File: config.mk
export PLATFORM = sky130hd
export DESIGN_NAME = clk_div_prog
export DESIGN_NICKNAME = d
export VERILOG_FILES = /design/src/rtl/clk_div_prog.sv
export SDC_FILE = /design/constraint.sdc
export NUM_CORES = 1
export LEC_CHECK = 0
export ABC_AREA = 1
export CORE_MARGIN = 4
export CORE_UTILIZATION = 61
export CTS_CLUSTER_SIZE = 16
export DETAILED_ROUTE_END_ITERATION = 7
export GPL_ROUTABILITY_DRIVEN = 0
export PLACE_DENSITY = 0.82
export SLEW_MARGIN = 20
export SYNTH_ARGS = -nofsm -noshare
export SYNTH_HDL_FRONTEND = slang
export SYNTH_SLANG_ARGS = --single-unit
File: constraint.sdc
create_clock -name Clk_In -period 5.75 [get_ports Clk_In]
set_clock_uncertainty 0.15 [all_clocks]
set_input_delay 1.4375 -clock Clk_In [delete_from_list [all_inputs] [get_ports Clk_In]]
set_output_delay 1.4375 -clock Clk_In [all_outputs]
set_load 0.01 [all_outputs]
File: src/rtl/clk_div_prog.sv
// Runtime-programmable clock divider: divides Clk_In by a loadable period with a loadable high time,
// emits a per-period Tick, and reloads configuration only at period boundaries or while idle.
module clk_div_prog #(
    parameter int unsigned DIV_WIDTH    = 24,
    parameter int unsigned DEFAULT_DIV  = 25000,
    parameter int unsigned DEFAULT_HIGH = 12500
) (
    input  logic                 Clk_In,
    input  logic                 RST,
    input  logic                 En,
    input  logic                 Load,
    input  logic [DIV_WIDTH-1:0] Div_In,
    input  logic [DIV_WIDTH-1:0] High_In,
    output logic                 Clk_Out,
    output logic                 Tick,
    output logic                 Pend,
    output logic                 Cfg_Err
);

    localparam logic [DIV_WIDTH-1:0] DEF_DIV  = DIV_WIDTH'(DEFAULT_DIV);
    localparam logic [DIV_WIDTH-1:0] DEF_HIGH = DIV_WIDTH'(DEFAULT_HIGH);
    localparam logic [DIV_WIDTH-1:0] ONE      = DIV_WIDTH'(1);
    localparam logic [DIV_WIDTH-1:0] TWO      = DIV_WIDTH'(2);

    logic [DIV_WIDTH-1:0] cnt_q,   cnt_d;
    logic [DIV_WIDTH-1:0] div_q,   div_d;
    logic [DIV_WIDTH-1:0] high_q,  high_d;
    logic [DIV_WIDTH-1:0] pdiv_q,  pdiv_d;
    logic [DIV_WIDTH-1:0] phigh_q, phigh_d;
    logic                 pend_q,  pend_d;
    logic                 clk_q,   clk_d;
    logic                 tick_q,  tick_d;
    logic                 err_q,   err_d;

    logic                 load_ok_c;
    logic                 boundary_c;
    logic [DIV_WIDTH-1:0] apply_div_c;
    logic [DIV_WIDTH-1:0] apply_high_c;

    // Config candidate for this edge: same-cycle valid Load beats pending, pending beats current.
    always_comb begin
        load_ok_c    = Load && (Div_In >= TWO) && (High_In != '0) && (High_In < Div_In);
        boundary_c   = (cnt_q == (div_q - ONE));
        apply_div_c  = div_q;
        apply_high_c = high_q;
        if (load_ok_c) begin
            apply_div_c  = Div_In;
            apply_high_c = High_In;
        end else if (pend_q) begin
            apply_div_c  = pdiv_q;
            apply_high_c = phigh_q;
        end
    end

    // Next-state and registered-output logic.
    always_comb begin
        cnt_d   = cnt_q;
        div_d   = div_q;
        high_d  = high_q;
        pdiv_d  = pdiv_q;
        phigh_d = phigh_q;
        pend_d  = pend_q;
        clk_d   = 1'b0;
        tick_d  = 1'b0;
        err_d   = Load && !load_ok_c;

        if (En) begin
            if (boundary_c) begin
                cnt_d  = '0;
                div_d  = apply_div_c;
                high_d = apply_high_c;
                pend_d = 1'b0;
            end else begin
                cnt_d = cnt_q + ONE;
                if (load_ok_c) begin
                    pdiv_d  = Div_In;
                    phigh_d = High_In;
                    pend_d  = 1'b1;
                end
            end
            clk_d  = (cnt_d < high_d);
            tick_d = (cnt_d == '0);
        end else begin
            // Idle: apply immediately and arm the counter so the first enabled edge wraps to 0.
            div_d  = apply_div_c;
            high_d = apply_high_c;
            pend_d = 1'b0;
            cnt_d  = apply_div_c - ONE;
        end
    end

    always_ff @(posedge Clk_In) begin
        if (RST) begin
            cnt_q   <= DEF_DIV - ONE;
            div_q   <= DEF_DIV;
            high_q  <= DEF_HIGH;
            pdiv_q  <= DEF_DIV;
            phigh_q <= DEF_HIGH;
            pend_q  <= 1'b0;
            clk_q   <= 1'b0;
            tick_q  <= 1'b0;
            err_q   <= 1'b0;
        end else begin
            cnt_q   <= cnt_d;
            div_q   <= div_d;
            high_q  <= high_d;
            pdiv_q  <= pdiv_d;
            phigh_q <= phigh_d;
            pend_q  <= pend_d;
            clk_q   <= clk_d;
            tick_q  <= tick_d;
            err_q   <= err_d;
        end
    end

    assign Clk_Out = clk_q;
    assign Tick    = tick_q;
    assign Pend    = pend_q;
    assign Cfg_Err = err_q;

endmodule

==> impl_summary.txt, run 1 <==
----------------------------------------------------
[Outcome]
  Status ... finished, final reports clean

[Timing]
  Number of endpoints failing setup at the final stage ... 0
  Count of endpoints failing hold in the final timing report ... 0
  Setup Total Neg Slack ... 0 ns
  RSZ-0062 raised after global routing ... false
  Min Clock Period, post-route ... 4.84 ns
  Max-slew violation count ... 0
  Worst slew margin relative to its limit ... 35.1%
  Actual transition at the worst max-transition pin ... 0.972 ns
  Peak Freq ... 206 MHz
  Post-route fraction of the period consumed by the critical path ... 84.3%
  Final Hold Slack ... 0.310 ns

[Worst setup path]
  Logic depth of the worst register-to-register path ... 19
  Critical path required time ... 5.96 ns
  Cell with the largest stage delay on the worst path ... clkdlybuf4s50_1
  Buf/Inv on CP ... 6
  Total number of cells along the worst setup path ... 23
  Longest individual stage delay on the worst path ... 0.54 ns
  Startpoint of the lowest-slack register-to-register path ... div_q[1]$_SDFFE_PP0P_
  Critical path cell sequence ... clkdlybuf4s50_1 -> inv_1 -> ha_1 -> a21oi_1 -> nand2_1 -> nand2_1 -> nand2_1 -> a21oi_2 -> nand3_4 -> inv_1 -> nand2_1 -> nand2_1 -> inv_1 -> o21ai_1 -> inv_1 -> ha_1 -> nand2_1 -> inv_1 -> o21ai_0 -> o211ai_1 -> a221oi_1 -> nand2_1 -> a21oi_1
  Crit-path most repeated cell ... nand2_1
  Startpoint types ... primary input
  Setup Crit Path Kind ... in2reg
  Type of element capturing the critical path ... flip-flop
  Arrival @ worst endpoint ... 5.05 ns
  Setup crit end ... Clk_Out$_SDFF_PP0_
  Largest fanout of any net on the critical path ... 24
  Register-to-register setup slack ... 1.38 ns
  Critical path launch point ... Div_In[11]
  Crit Reg-Reg Endpoint ... Clk_Out$_SDFF_PP0_
  Family of cells with the greatest summed delay on the critical path ... compound AO/OA/AOI/OAI gates

[Logic synthesis]
  Post-synth design cell area ... 9260 um2
  Proportion of synthesized flip-flops having asynchronous set or reset ... 0%
  Cell count after synthesis ... 1,467
  Cell with the most instances after synthesis ... nand2_1
  Cell type contributing the most total cell area after synthesis ... dfxtp_1
  Register bit total from synthesis ... 124
  List of most frequent post-synthesis cells ... nand2_1, nor2_1, inv_1
  Number of distinct library cells after synthesis ... 49
  Post-synth top area share ... 26.8%
  Net Count, Synth ... 1,568
  Portion of the post-synthesis area used by sequential elements ... 26.8%
  Yosys warnings ... 0
  Mean instance size in the synthesized netlist ... 6.31 um2
  Predominant post-synthesis flop cell ... dfxtp_1
  Number of enable-type register cells in the synthesized netlist ... 0
  Synth area leaders ... dfxtp_1, nand2_1, nor2_1, ha_1, inv_1

[Global route]
  Global-route wire length before repair ... 44,800 um
  Antenna violations before repair ... 0
  Combined global-route utilization of all metal layers ... 31.8%
  Pin count of the biggest net entering global routing ... 86
  Vias in the first global route ... 8,792
  Global-route congestion overflow total ... 0

[Power]
  Leakage component of the power ... 4.88 nW
  Worst vdd rail ir drop ... 0.164 mV
  Power Density ... 274 nW/um2

[Clock tree]
  Clock latency reported for the late side of the worst-skew pair ... 0.43 ns
  Clock edge transition at the registers on the reported setup and hold paths ... 0.06 ns
  Clock sink total ... 124
  Total setup buffers inserted after CTS ... 0
  Hold Buf Count CTS ... 0
  Maximum buffer depth of the clock tree ... 2
  TritonCTS clock tree ... yes
  Number of H-tree levels ... 4
  TritonCTS Buffers ... 17
  Root buf cell ... clkbuf_16
  Resized cells post-CTS ... 0

[Route]
  Via count of the routed design ... 9,879
  Initial DRC count ... 1,167
  Vias per std cell ... 5.83
  DR pass1 iterations ... 6
  DRC violations left ... 0
  Avg WL per Cell ... 16.6 um
  Remaining antenna violation count after routing ... 0
  Drt total wl ... 28,200 um

[Final layout]
  Layout net count ... 1,599
  Post-route non-filler standard cell count ... 1,694
  Fraction of layout instances using a drive strength above 1 ... 8.15%
  Area delta synth->final ... 12.9%
  N_diodes ... 0

[Place]
  Cell count after placement ... 1,663
  Half-perimeter wire length after placement ... 20,700 um
  Input/output buffers ... 55

[Floorplan]
  Total die area ... 17,200 um2
  Die span in y ... 131 um
  Number of placed I/O pins ... 56
  Core region area ... 14,700 um2
  # rows ... 44
  Initial core utilization ... 63.0%
  Width of the chip ... 131 um

[Hold path]
  Hold/Removal Path Class ... reg2reg

[Run]
  Max Cap Viol ... 0

----------------------------------------------------
[cell families after synthesis]
family / after synthesis / share of synthesized area, %
and+or+nand+nor: 721 / 34.2
xor gates and xnor gates: 40 / 3.78
DFF: 124 / 26.8
adders and majority gates: 49 / 6.62
buffers and inverters: 231 / 10.5
AOI/OAI and AO/OA: 302 / 18.1
[routing by layer]
layer	GRT usage [%]	part of all wire (%)
met4	9.68	2.3
met1	45.3	42
met3	4.17	11
met2	50.4	44
met5	0	0
[worst min-delay path by stage]
stage / cells after the start / from / slack, ns / endpoint
2_1_floorplan: 2 / pdiv_q[0]$_SDFFE_PP0P_ / 0.28 / pdiv_q[0]$_SDFFE_PP0P_
3_3_place_gp: 2 / pdiv_q[0]$_SDFFE_PP0P_ / 0.29 / pdiv_q[0]$_SDFFE_PP0P_
3_5_place_dp: 2 / phigh_q[15]$_SDFFE_PP0P_ / 0.30 / phigh_q[15]$_SDFFE_PP0P_
4_1_cts: 2 / phigh_q[20]$_SDFFE_PP0P_ / 0.31 / phigh_q[20]$_SDFFE_PP0P_
5_1_grt: 2 / phigh_q[20]$_SDFFE_PP0P_ / 0.32 / phigh_q[20]$_SDFFE_PP0P_
6_report: 2 / pdiv_q[21]$_SDFFE_PP0P_ / 0.31 / pdiv_q[21]$_SDFFE_PP0P_
[worst min-delay path, delay by kind of cell, from the launching register on]
| family | cells | cell delay, ns |
|---|---|---|
| AO/OA/AOI/OAI | 1 | 0.05 |
| flip-flops | 1 | 0.30 |
| AND/OR/NAND/NOR | 1 | 0.06 |
[area by class of cell]
cell class,instances,area (um2)
fill,1241,4250
clock buffer,23,478
timing repair buffer,71,691
sequential,124,2480
tap,184,230
inverter,172,648
multi-input combinational,1112,5800
clock inverter,8,115
[cells in the final DEF (no fill, tap or decap), types with 4 or more instances in the layout]
master / n
o21ai_1: 53
o22ai_1: 10
nor2_1: 189
clkinv_2: 7
nor3_2: 4
a21oi_1: 88
nand3_1: 52
xor2_1: 23
clkdlybuf4s50_1: 54
nand3b_1: 11
o21ai_0: 96
a211oi_1: 18
ha_1: 49
inv_2: 11
nand2_2: 8
o21ai_2: 8
inv_1: 158
xnor2_1: 17
nor3_1: 13
buf_4: 14
clkbuf_16: 17
o211ai_1: 20
or2_2: 9
nor2_2: 17
nor2_4: 7
nand2_1: 375
dfxtp_1: 123
nand4_1: 18
[flip-flops by register name, indices dropped and copies added (netlist names)]
register,flops
Pend,1
Clk_Out,1
Cfg_Err,1
div_q,24
Tick,1
high_q,24
cnt_q,24
pdiv_q,24
phigh_q,24
[stage by stage]
step | setup WS (ns) | utilization [%] | power [mW] | instance area (um2)
6_report | 0.905 | 71.1 | 2.86 | 10400
4_1_cts | 0.960 | 71.1 | 2.83 | 10400
5_1_grt | 0.508 | 71.1 | 2.99 | 10400
3_3_place_gp | 0.630 | 67.0 | 1.73 | 9850
2_1_floorplan | 1.14 | - | 1.53 | 9260
3_5_place_dp | 0.562 | 67.0 | 1.75 | 9850
[power by group]
part,internal [mW],switching (mW),total [mW]
Clock,0.709,0.390,1.10
Combinational,0.273,0.492,0.765
Sequential,0.925,0.0682,0.994
Total,1.91,0.950,2.86
Power figures use the tool's default switching activity.
==> run 2, diff against run 1 <==
Clock period 5.75 ns to 4.7 ns, I/O delays scaled along.
==> run 2 against run 1 <==
  * Global-route usage up 0.62 points
  * Critical endpoint unchanged
  * Non-clock buffer count up 36
  * Worst hold slack better by 0.00084 ns
  * Final cell count up 2.2%
  * Critical path type unchanged
  * Sequential share of layout area down 0.73 points
  * Register-to-register slack worse by 0.91 ns
==> impl_summary.txt, run 2 (synthesis results as in run 1) <==
----------------------------------------------------
[Route]
  Via count of the routed design ... 9,970
  DRC violations left ... 0
  DR pass1 iterations ... 6
  Initial DRC count ... 1,027
  Avg WL per Cell ... 16.2 um
  Remaining antenna violation count after routing ... 0
  Vias per std cell ... 5.76
  Drt total wl ... 28,100 um

[Worst setup path]
  Longest individual stage delay on the worst path ... 0.54 ns
  Critical path cell sequence ... clkdlybuf4s50_1 -> inv_1 -> ha_1 -> nand2_1 -> nand2_1 -> nand2_1 -> nand2_1 -> nand2_1 -> nand2_1 -> a21oi_2 -> nand3_4 -> buf_12 -> o21ai_0 -> o21ai_0 -> o21ai_1 -> inv_1 -> ha_1 -> nand4_1 -> nor3_1 -> and3_1 -> a21oi_1
  Crit-path most repeated cell ... nand2_1
  Startpoint types ... primary input
  Setup Crit Path Kind ... in2reg
  Largest fanout of any net on the critical path ... 33
  Arrival @ worst endpoint ... 4.60 ns
  Type of element capturing the critical path ... flip-flop
  Critical path launch point ... Div_In[17]
  Buf/Inv on CP ... 4
  Crit Reg-Reg Endpoint ... Clk_Out$_SDFF_PP0_
  Cell with the largest stage delay on the worst path ... clkdlybuf4s50_1
  Critical path required time ... 4.86 ns
  Family of cells with the greatest summed delay on the critical path ... simple AND/OR/NAND/NOR gates
  Register-to-register setup slack ... 0.47 ns
  Logic depth of the worst register-to-register path ... 17
  Startpoint of the lowest-slack register-to-register path ... div_q[0]$_SDFFE_PP0P_

[Floorplan]
  Initial core utilization ... 63.0%
  Number of placed I/O pins ... 56
  Width of the chip ... 131 um
  Total die area ... 17,200 um2
  Die span in y ... 131 um
  # rows ... 44
  Core region area ... 14,700 um2

[Clock tree]
  TritonCTS Buffers ... 17
  Clock sink total ... 124
  Root buf cell ... clkbuf_16
  Clock latency reported for the late side of the worst-skew pair ... 0.43 ns
  Number of H-tree levels ... 4
  Total setup buffers inserted after CTS ... 0
  Clock edge transition at the registers on the reported setup and hold paths ... 0.06 ns
  TritonCTS clock tree ... yes
  Maximum buffer depth of the clock tree ... 2

[Timing]
  Min Clock Period, post-route ... 4.44 ns
  Post-route fraction of the period consumed by the critical path ... 94.4%
  Actual transition at the worst max-transition pin ... 1.01 ns
  Count of endpoints failing hold in the final timing report ... 0
  Worst slew margin relative to its limit ... 32.8%
  Setup WS post-layout ... 0.262 ns
  RSZ-0062 raised after global routing ... false
  Max-slew violation count ... 0
  Peak Freq ... 225 MHz
  Number of endpoints failing setup at the final stage ... 0
  Setup Total Neg Slack ... 0 ns
  Final Hold Slack ... 0.311 ns

[Final layout]
  Area taken by flip-flops and latches ... 2480 um2
  Area delta synth->final ... 16.5%
  # fillers ... 1,197
  Multi-input gate area in the final layout ... 5810 um2
  Fraction of layout instances using a drive strength above 1 ... 10.6%
  Leading cell type in the layout, fill and taps excluded ... nand2_1
  Post-route non-filler standard cell count ... 1,731
  Commonest cells after routing, fill and taps aside ... nand2_1, nor2_1, inv_1, dfxtp_1, o21ai_0
  N_diodes ... 0
  Layout net count ... 1,635

[Power]
  Power Density ... 336 nW/um2
  Sw Ratio ... 33.0%
  Internal power ... 2.43 mW
  Leakage component of the power ... 5.06 nW
  Reported net switching power ... 1.19 mW
  Share of total power in sequential cells ... 33.5%
  Worst vdd rail ir drop ... 0.227 mV
  Share of total power in combinational logic ... 26.5%
  Clock power share ... 40.0%
  Total Power Consumption ... 3.62 mW

[Global route]
  Pin count of the biggest net entering global routing ... 86
  Combined global-route utilization of all metal layers ... 32.4%
  Global-route congestion overflow total ... 0
  Global-route wire length before repair ... 45,800 um
  Vias in the first global route ... 9,053
  Antenna violations before repair ... 0

[Place]
  Input/output buffers ... 55
  Half-perimeter wire length after placement ... 21,100 um
  Cell count after placement ... 1,699
  Pre-CTS setup slack ... -0.0319 ns

[Run]
  Max Cap Viol ... 0

[Hold path]
  Min-Delay Endpoint ... pdiv_q[12]$_SDFFE_PP0P_
  Hold/Removal Path Class ... reg2reg
  Worst Hold Path Cells ... 2
  Launch point of the worst hold path ... pdiv_q[12]$_SDFFE_PP0P_

[Outcome]
  Status ... finished, final reports clean

----------------------------------------------------
-- run 2: what timing repair did --
| item | in CTS | in global routing |
|---|---|---|
| endpoints found under the setup margin | 0 | 1 |
| gates resized for setup | 0 | 2 |
| hold buffers | 0 | 0 |
-- run 2: power by group through the flow --
stage | sequential, mW | clock [mW] | combinational (mW)
after floorplan | 1.21 | 0 | 0.662
after global placement | 1.23 | 0 | 0.905
after detailed placement | 1.23 | 0 | 0.930
after CTS | 1.21 | 1.45 | 0.941
after global routing | 1.22 | 1.50 | 1.08
final | 1.21 | 1.45 | 0.960
-- run 2: worst max-delay path by stage --
stage                         endpoint  depth (start not counted)
floorplan           Clk_Out$_SDFF_PP0_                         23
global placement    Clk_Out$_SDFF_PP0_                         25
detailed placement  Clk_Out$_SDFF_PP0_                         24
CTS                 Clk_Out$_SDFF_PP0_                         24
global route        Clk_Out$_SDFF_PP0_                         21
finish              Clk_Out$_SDFF_PP0_                         21
-- run 2: layer usage --
| layer | up-vias | routed length (um) | global-route usage [%] | part of all wire [%] |
|---|---|---|---|---|
| met3 | 74 | 2780 | 5.77 | 9.9 |
| li1 | 4904 | - | - | - |
| met2 | 531 | 12700 | 53.5 | 45 |
| met4 | 0 | 851 | 9.74 | 3.0 |
| met1 | 4461 | 11800 | 43.5 | 42 |
| met5 | - | 0 | 0 | 0 |
-- run 2: final cells by class --
class                           instances  share of cell area [%]
Clock buffer                           17                    3.95
Clock inverter                         15                    2.07
Inverter                              172                    6.01
Multi-Input combinational cell       1112                    53.9
Sequential cell                       124                    23.0
Tap cell                              184                    2.14
Timing Repair Buffer                  107                    8.91
-- run 2: per-stage QoR --
stage	area (um2)	util, %
3_5_place_dp	10100	68.9
3_3_place_gp	10100	68.9
2_1_floorplan	9260	-
5_1_grt	10800	73.3
6_report	10800	73.3
4_1_cts	10800	73.3
-- run 2: worst reg2reg max path: cells and delay by family, from the launching register on --
kind	cells	cell delay, ns
compound gates	2	0.22
fa+ha+maj	2	0.63
buf+inv	3	0.66
flops	1	0.35
simple gates	10	2.11
==> run 3, diff against run 2 <==
Settings changed: CTS_CLUSTER_DIAMETER set to 100.
==> results of run 3 <==
Final layout, timing and power as in run 2 (identical DEF).
